**config.mk**
```make
export PLATFORM = sky130hd
export DESIGN_NAME = fifo_wr_arbiter_flat
export DESIGN_NICKNAME = d
export VERILOG_FILES = /design/src/rtl/fifo_wr_arbiter_if.sv /design/src/rtl/fifo_wr_arbiter.sv /design/src/flat_wrapper.sv
export SDC_FILE = /design/constraint.sdc
export NUM_CORES = 1
export LEC_CHECK = 0
export CORE_MARGIN = 2
export CORE_UTILIZATION = 30
export DETAILED_ROUTE_END_ITERATION = 6
export PLACE_DENSITY = 0.72
export SLEW_MARGIN = 40
export SYNTH_ARGS = -nofsm -noshare
export SYNTH_HDL_FRONTEND = slang
export SYNTH_SLANG_ARGS = --single-unit
```
**constraint.sdc**
```tcl
create_clock -name clk -period 3.7 [get_ports clk]
set_clock_uncertainty 0.2 [all_clocks]
set_input_delay 0.74 -clock clk [delete_from_list [all_inputs] [get_ports clk]]
set_output_delay 0.74 -clock clk [all_outputs]
set_load 0.01 [all_outputs]
```
**src/rtl/fifo_wr_arbiter_if.sv**
```systemverilog
// Producer/FIFO-side bus of fifo_wr_arbiter.
// Define FIFO_ARB_SRC_TAG_EN to widen fifo_data_in to {source index, word}.
interface fifo_wr_arbiter_if #(
  parameter int unsigned NREQ  = 4,
  parameter int unsigned WIDTH = 16
);
  localparam int unsigned IDW = $clog2(NREQ);
`ifdef FIFO_ARB_SRC_TAG_EN
  localparam int unsigned DW = WIDTH + IDW;
`else
  localparam int unsigned DW = WIDTH;
`endif

  logic [NREQ-1:0]       req;
  logic [NREQ*WIDTH-1:0] req_data;
  logic [NREQ-1:0]       ack;
  logic                  fifo_full;
  logic                  fifo_wr_en;
  logic [DW-1:0]         fifo_data_in;
  logic                  busy;
  logic [IDW-1:0]        owner;

  // Arbiter side
  modport master (
    input  req, req_data, fifo_full,
    output ack, fifo_wr_en, fifo_data_in, busy, owner
  );

  // Producers + FIFO side
  modport slave (
    output req, req_data, fifo_full,
    input  ack, fifo_wr_en, fifo_data_in, busy, owner
  );
endinterface

```
**src/rtl/fifo_wr_arbiter.sv**
```systemverilog
// Round-robin burst arbiter sharing one FIFO write port among NREQ producers.
// Zero-latency accept: ack/fifo_wr_en are combinational and gated by fifo_full.
// Define FIFO_ARB_SRC_TAG_EN to prefix each written word with its source index.
module fifo_wr_arbiter #(
  parameter int unsigned NREQ      = 4,
  parameter int unsigned WIDTH     = 16,
  parameter int unsigned MAX_BURST = 4
) (
  input logic             clk,
  input logic             rst_n,
  fifo_wr_arbiter_if.master bus
);
  localparam int unsigned IDW = $clog2(NREQ);
  localparam logic [7:0]  MB8 = 8'(MAX_BURST);

  typedef enum logic [0:0] {StIdle, StBurst} state_e;

  state_e           state_q, state_d;
  logic [IDW-1:0]   rr_last_q, rr_last_d;
  logic [IDW-1:0]   owner_q, owner_d;
  logic [7:0]       cnt_q, cnt_d;
  logic [IDW-1:0]   cand, win, sel;
  logic             win_vld, accept;
  logic [NREQ-1:0]  ack_raw;
  logic [WIDTH-1:0] word;

  // Round-robin search from rr_last+1; iterating backwards leaves the nearest hit.
  always_comb begin
    win     = '0;
    win_vld = 1'b0;
    cand    = '0;
    for (int unsigned k = NREQ; k >= 1; k--) begin
      cand = IDW'((int'(rr_last_q) + k) % NREQ);
      if (bus.req[cand]) begin
        win     = cand;
        win_vld = 1'b1;
      end
    end
  end

  // Next-state, burst counting and accept decision
  always_comb begin
    state_d   = state_q;
    rr_last_d = rr_last_q;
    owner_d   = owner_q;
    cnt_d     = cnt_q;
    accept    = 1'b0;
    sel       = owner_q;
    unique case (state_q)
      StIdle: begin
        if (!bus.fifo_full && win_vld) begin
          accept  = 1'b1;
          sel     = win;
          owner_d = win;
          cnt_d   = 8'd1;
          if (MAX_BURST == 1) begin
            rr_last_d = win;
          end else begin
            state_d = StBurst;
          end
        end
      end
      StBurst: begin
        if (!bus.req[owner_q]) begin
          // Owner went quiet: give up the grant, costs one bubble
          state_d   = StIdle;
          rr_last_d = owner_q;
        end else if (!bus.fifo_full) begin
          accept = 1'b1;
          cnt_d  = (cnt_q >= MB8) ? cnt_q : cnt_q + 8'd1;
          if (cnt_q + 8'd1 >= MB8) begin
            state_d   = StIdle;
            rr_last_d = owner_q;
          end
        end
      end
      default: state_d = StIdle;
    endcase
  end

  // Outputs; reset also masks the combinational handshake
  always_comb begin
    ack_raw = '0;
    if (accept && rst_n) ack_raw[sel] = 1'b1;
    word             = bus.req_data[int'(sel)*WIDTH +: WIDTH];
    bus.ack          = ack_raw;
    bus.fifo_wr_en   = |ack_raw;
    bus.fifo_data_in = '0;
    if (|ack_raw) begin
`ifdef FIFO_ARB_SRC_TAG_EN
      bus.fifo_data_in = {sel, word};
`else
      bus.fifo_data_in = word;
`endif
    end
  end

  // State register; rr_last resets to NREQ-1 so requester 0 wins first
  always_ff @(posedge clk or negedge rst_n) begin
    if (!rst_n) begin
      state_q   <= StIdle;
      rr_last_q <= IDW'(NREQ - 1);
      owner_q   <= '0;
      cnt_q     <= '0;
    end else begin
      state_q   <= state_d;
      rr_last_q <= rr_last_d;
      owner_q   <= owner_d;
      cnt_q     <= cnt_d;
    end
  end

  assign bus.busy  = (state_q == StBurst);
  assign bus.owner = owner_q;
endmodule
```
**src/flat_wrapper.sv**
```systemverilog
// flat-port wrapper written by rule: the top's interface ports become plain ports
module fifo_wr_arbiter_flat 
#(
  parameter int unsigned NREQ      = 4,
  parameter int unsigned WIDTH     = 16,
  parameter int unsigned MAX_BURST = 4
)
  (clk, rst_n, bus_req, bus_req_data, bus_fifo_full, bus_ack, bus_fifo_wr_en, bus_fifo_data_in, bus_busy, bus_owner);
  fifo_wr_arbiter_if #(.NREQ(NREQ), .WIDTH(WIDTH)) bus_i ();
  input logic clk;
  input logic rst_n;
  input wire logic [$bits(bus_i.req)-1:0] bus_req;
  input wire logic [$bits(bus_i.req_data)-1:0] bus_req_data;
  input wire logic [$bits(bus_i.fifo_full)-1:0] bus_fifo_full;
  output wire logic [$bits(bus_i.ack)-1:0] bus_ack;
  output wire logic [$bits(bus_i.fifo_wr_en)-1:0] bus_fifo_wr_en;
  output wire logic [$bits(bus_i.fifo_data_in)-1:0] bus_fifo_data_in;
  output wire logic [$bits(bus_i.busy)-1:0] bus_busy;
  output wire logic [$bits(bus_i.owner)-1:0] bus_owner;
  assign bus_i.req = bus_req;
  assign bus_i.req_data = bus_req_data;
  assign bus_i.fifo_full = bus_fifo_full;
  assign bus_ack = bus_i.ack;
  assign bus_fifo_wr_en = bus_i.fifo_wr_en;
  assign bus_fifo_data_in = bus_i.fifo_data_in;
  assign bus_busy = bus_i.busy;
  assign bus_owner = bus_i.owner;
  fifo_wr_arbiter #(.NREQ(NREQ), .WIDTH(WIDTH), .MAX_BURST(MAX_BURST)) u_core (.clk(clk), .rst_n(rst_n), .bus(bus_i));
endmodule
```
======== Yosys cells after proc, flatten, opt, wreduce, memory -nomap -nowiden ========
Index checks and enable logic that the tools add are counted.
storage, ports and cells
  flip-flop bits (word level) ............. 13
cells by class
  add/sub/neg operators ................... 5
  $lt $le $gt $ge ......................... 9
  equal/unequal tests ..................... 6
  shift operators ......................... 1
  muxes and demuxes ....................... 40
  bitwise logic cells ..................... 1
  reductions and logical operators ........ 7
operator list
  operator                                             count
  variable part select 64 x 7 -> 16 bit                1
  two-way mux 8 bit                                    4
  < comparator 2 x 3 -> 1 bit, second input constant   6
  two-way mux 2 bit                                    9
  >= comparator 8 x 3 -> 1 bit, second input constant  2
  two-way mux 1 bit                                    16
  two-way mux 16 bit                                   1
  one-hot mux 8 bit (2 select lines)                   1
  binary-select mux 1 bit (select 2 bit)               5
  != test 2 bit, second input constant                 5
  adder 8 x 1 -> 8 bit, second input constant          1
  adder 2 x 1 -> 2 bit, second input constant          2
  adder 2 bit, second input constant                   2
  two-way mux 4 bit                                    1
  one-hot mux 1 bit (2 select lines)                   2
  AND reduction 4 bit                                  1
  OR reduction 4 bit                                   1
  logical AND 1 bit                                    3
  AND reduction 3 bit                                  1
  demux 1 bit (select 2 bit)                           1
  >= comparator 2 x 1 -> 1 bit, second input constant  1
  != test 2 x 1 -> 1 bit, second input constant        1
  zero test 1 bit                                      1
  inverter 1 bit                                       1

======== Longest topological paths before layout ========
  depth in word-level cells ............... 17
  depth in mapped cells ................... 8
  depth with buffers taken out ............ 6

======== Worst setup path before layout ========
Ideal clock, no wire load.
  path kind ............................... input -> output
  start ................................... input port bus_fifo_full
  end ..................................... output port bus_fifo_data_in[10]
  arrival time ............................ 2.324 ns
  required time ........................... 2.760 ns
  slack ................................... 0.436 ns
  stages .................................. 7
  buffers on the path ..................... 3
  path through ............................ buf_2 or3_4 o41ai_2 buf_6 buf_6 mux2i_1 o22ai_2
on the way
  cells in the longest elaborated chain, start to end .. 11
ends and longest elaborated chain
  element                                                                                            RTL line               source
  from (decl)                                                                                        flat_wrapper.sv:14     input wire logic [$bits(bus_i.fifo_full)-1:0] bus_fifo_full;
  zero test 1 bit                                                                                    fifo_wr_arbiter.sv:51  if (!bus.fifo_full && win_vld) begin
  logical AND 1 bit                                                                                  fifo_wr_arbiter.sv:51
  two-way mux 2 bit                                                                                  fifo_wr_arbiter.sv:51
  two-way mux 2 bit                                                                                  fifo_wr_arbiter.sv:49  unique case (state_q)
  < comparator 2 x 3 -> 1 bit (not written as such) or >= comparator 2 x 1 -> 1 bit (tied branches)  fifo_wr_arbiter.sv:84  if (accept && rst_n) ack_raw[sel] = 1'b1;
  logical AND 1 bit (not written as such)                                                            fifo_wr_arbiter.sv:84
  two-way mux 1 bit (not written as such)                                                            fifo_wr_arbiter.sv:84
  demux 1 bit (select 2 bit)                                                                         n/a
  two-way mux 4 bit                                                                                  fifo_wr_arbiter.sv:84
  OR reduction 4 bit                                                                                 fifo_wr_arbiter.sv:89  if (|ack_raw) begin
  two-way mux 16 bit *                                                                               fifo_wr_arbiter.sv:89
  to (decl)                                                                                          flat_wrapper.sv:17     output wire logic [$bits(bus_i.fifo_data_in)-1:0] bus_fifo_data_in;
Every way passes the cells marked *; elsewhere a longest branch is shown, timed or not.

======== Worst setup path after layout ========
  start ................................... input port bus_req[2]
  end ..................................... output port bus_fifo_data_in[13]
on the way
  cells in the longest elaborated chain, start to end .. 16
ends and longest elaborated chain
  element                                                                                            RTL line               source
  from (decl)                                                                                        flat_wrapper.sv:12     input wire logic [$bits(bus_i.req)-1:0] bus_req;
  binary-select mux 1 bit (select 2 bit)                                                             fifo_wr_arbiter.sv:34  if (bus.req[cand]) begin
  two-way mux 1 bit (not written as such)                                                            fifo_wr_arbiter.sv:34
  two-way mux 1 bit (4 in series)                                                                    fifo_wr_arbiter.sv:34
  logical AND 1 bit                                                                                  fifo_wr_arbiter.sv:51
  two-way mux 2 bit                                                                                  fifo_wr_arbiter.sv:51
  two-way mux 2 bit                                                                                  fifo_wr_arbiter.sv:49
  < comparator 2 x 3 -> 1 bit (not written as such) or >= comparator 2 x 1 -> 1 bit (tied branches)  fifo_wr_arbiter.sv:84
  logical AND 1 bit (not written as such)                                                            fifo_wr_arbiter.sv:84
  two-way mux 1 bit (not written as such)                                                            fifo_wr_arbiter.sv:84
  demux 1 bit (select 2 bit)                                                                         n/a
  two-way mux 4 bit                                                                                  fifo_wr_arbiter.sv:84
  OR reduction 4 bit                                                                                 fifo_wr_arbiter.sv:89
  two-way mux 16 bit *                                                                               fifo_wr_arbiter.sv:89
Every way passes the cells marked *; elsewhere a longest branch is shown, timed or not. The select of a mux whose other input is x is not followed.

==> qor.yml <==
synth-edff-count: 0
grt-ovfl-total: 0
irDropWorstVdd_mv: 0.2535
netlist_instances: 142
row_count: 24
rsz0062_at_grt: "false"
coreArea_um2: 4414
layout_commonest_cell: "clkdlybuf4s50_1"
status: "complete, no violations"
p_total_uw: 1480
tritoncts: "yes"
fin_crit_ps: 3590
grt_usage_pct: 18.20
place_inst: 301
antenna_found_initial: 0
drtIter0Drc: 103
io_pins: 95
chipWidth_um: 72.16
syn_area_um2: 1394
fmax_mhz: 278.6
first_global_vias: 1541
critPathKind: "primary input to output port"
finalSetupViolCount: 0
cts_buffers: 3
cap_violations: 0
async_reset_ff_share_pct: 100.0
gp_congestion: 0.8065
n_antenna_cell: 0
cp-end-kind: "output port"
hp-class: "flop to flop"
areaGrowthSynthToFinish_pct: 91.20
final-instance-count-excl-fill: 317
hpwl_um: 3752
start_util_pct: 31.58
grt_pass1_wl_um: 7410
pre_cts_ws_ps: -538.3
synth_area_per_cell_um2: 9.816
clkLatencyLatePin_ps: 250
ys_seq_elements: 13
synth_ff_type: "dfrtp_1"
root_buffer: "clkbuf_8"
ys_seq_area_share_pct: 23.52
slew-limit-headroom_pct: 60.96
nets: 339
clock_sinks: 13
die_y_um: 72.16
crit_required_ps: 2760
yosysUniqueCellTypes: 43
viasPerCell: 4.918
worstSetupStartpointType: "primary input"
port-buffer-count: 94
clock_path_buffers: 2
synth.top_cell.area_share_pct: 23.70
h-tree-depth: 1
drive_above_1_share_pct: 31.32
setup_slack_ps: 110.0
synth_area_leaders: "mux2i_1 24%, dfrtp_1 20%, o22ai_2 9.0%"
yosysWarnings: 0
final_cell_mix: "69 x clkdlybuf4s50_1, 28 x mux2i_1, 28 x buf_4, 11 x o22ai_2, 11 x dfrtp_1"
slew_viol_final: 0
ant_nets: 0
hold_violations: 0
cp_max_fo: 5
yosysTopAreaCell: "mux2i_1"
wl_per_cell_um: 15.26
powerDensity_nw_per_um2: 555.2
cp.arrival_ps: 2650
grt_start_max_net_pins: 17
num_vias: 1559
p_leak_uw: 0.001190
dr.pass1.iters: 4
syn_nets: 215
die_area_um2: 5207
finalCritPeriodShare_pct: 97.03
post-route-drc-count: 0
fill_cells: 380
routed_wl_um: 4837
worstMarginPinSlew_ps: 585.6
clk_pin_slew_ps: 50
==> flip-flops by register name, summed over array words and instances, names as in the netlist <==
register,count
u_core.rr_last_q,2
u_core.bus.owner,2
u_core.bus.busy,1
u_core.cnt_q,8
==> critical path, cell delays in order <==
cell,delay (ps)
clkbuf_2,120
nor4_4,60
or3_4,350
o41ai_4,360
buf_4,170
buf_4,90
buf_4,90
buf_6,110
mux2i_1,200
o22ai_2,100
clkdlybuf4s15_1,240
==> layout make-up <==
class	instances	area (um2)	area share (%)
timing repair buffer	128	1187	44.55
multi-input combinational	112	1010	37.89
sequential	13	327.8	12.30
tap	52	65.06	2.441
clock buffer	4	45.04	1.690
inverter	8	30.03	1.127
==> what timing repair did <==
action / in CTS / in global routing
gates resized for setup: 50 / 34
setup buffers: 6 / 4
hold buffers: 0 / 0
gates cloned: 2 / 0
pin swaps: 2 / 2
endpoints found under the setup margin: 21 / 15
==> path summary, 6_finish.rpt <==
kind | startpoint | to | slack, ps | cells after the start
worst min-delay path | u_core.cnt_q[5] | u_core.cnt_q[5] | 340 | 1
worst max register to register | u_core.cnt_q[1] | u_core.rr_last_q[0] | 1680 | 6
worst max-delay path | bus_req[2] | bus_fifo_data_in[13] | 110 | 11
max in group asynchronous | rst_n | u_core.rr_last_q[0] | 2440 | 2
worst min register to register | u_core.cnt_q[5] | u_core.cnt_q[5] | 340 | 1
min in group asynchronous | rst_n | u_core.cnt_q[4] | 630 | 2
==> metal layers <==
metal	up-vias	track usage, %	share of wire [%]
met4	0	6.709	2.3
met1	706	24.12	43
met3	10	4.583	6.0
met5	-	0	0
met2	53	28.54	48
li1	790	-	-
==> logic make-up (layout without fill, tap and decap cells) <==
family,count (synthesis),count (layout),share of synthesized area [%]
DFF,13,13,23.52
muxes,36,36,26.93
and+or+nand+nor,33,33,13.83
buffers and inverters,17,140,8.977
adders and majority gates,2,2,1.795
AOI/OAI and AO/OA,41,41,24.96
==> Yosys cell counts (4+ instances only) <==
library cell	number
nand2_1	8
o22ai_2	10
inv_1	7
nor2b_1	5
nor3_1	4
mux2i_1	33
dfrtp_1	11
a21oi_1	6
o22ai_1	8
==> report_power, final <==
group	switching (uW)	leakage, uW	internal (uW)
logic	454	0.00100	661
clock network	51.1	0.0000228	76.1
registers	46.8	0.000165	191
==> metrics by stage <==
step / hold WS (ps) / util [%] / cell area (um2) / TNS [ps]
after floorplan: 244.4 / - / 1394 / 0
after global placement: 318.2 / 56.77 / 2506 / -8501
after detailed placement: 321.9 / 56.77 / 2506 / -8631
after CTS: 333.8 / 59.33 / 2619 / 0
after global routing: 366.9 / 60.37 / 2665 / 0
final: 336.2 / 60.37 / 2665 / 0
No activity file was read; power rests on OpenSTA's default activity.
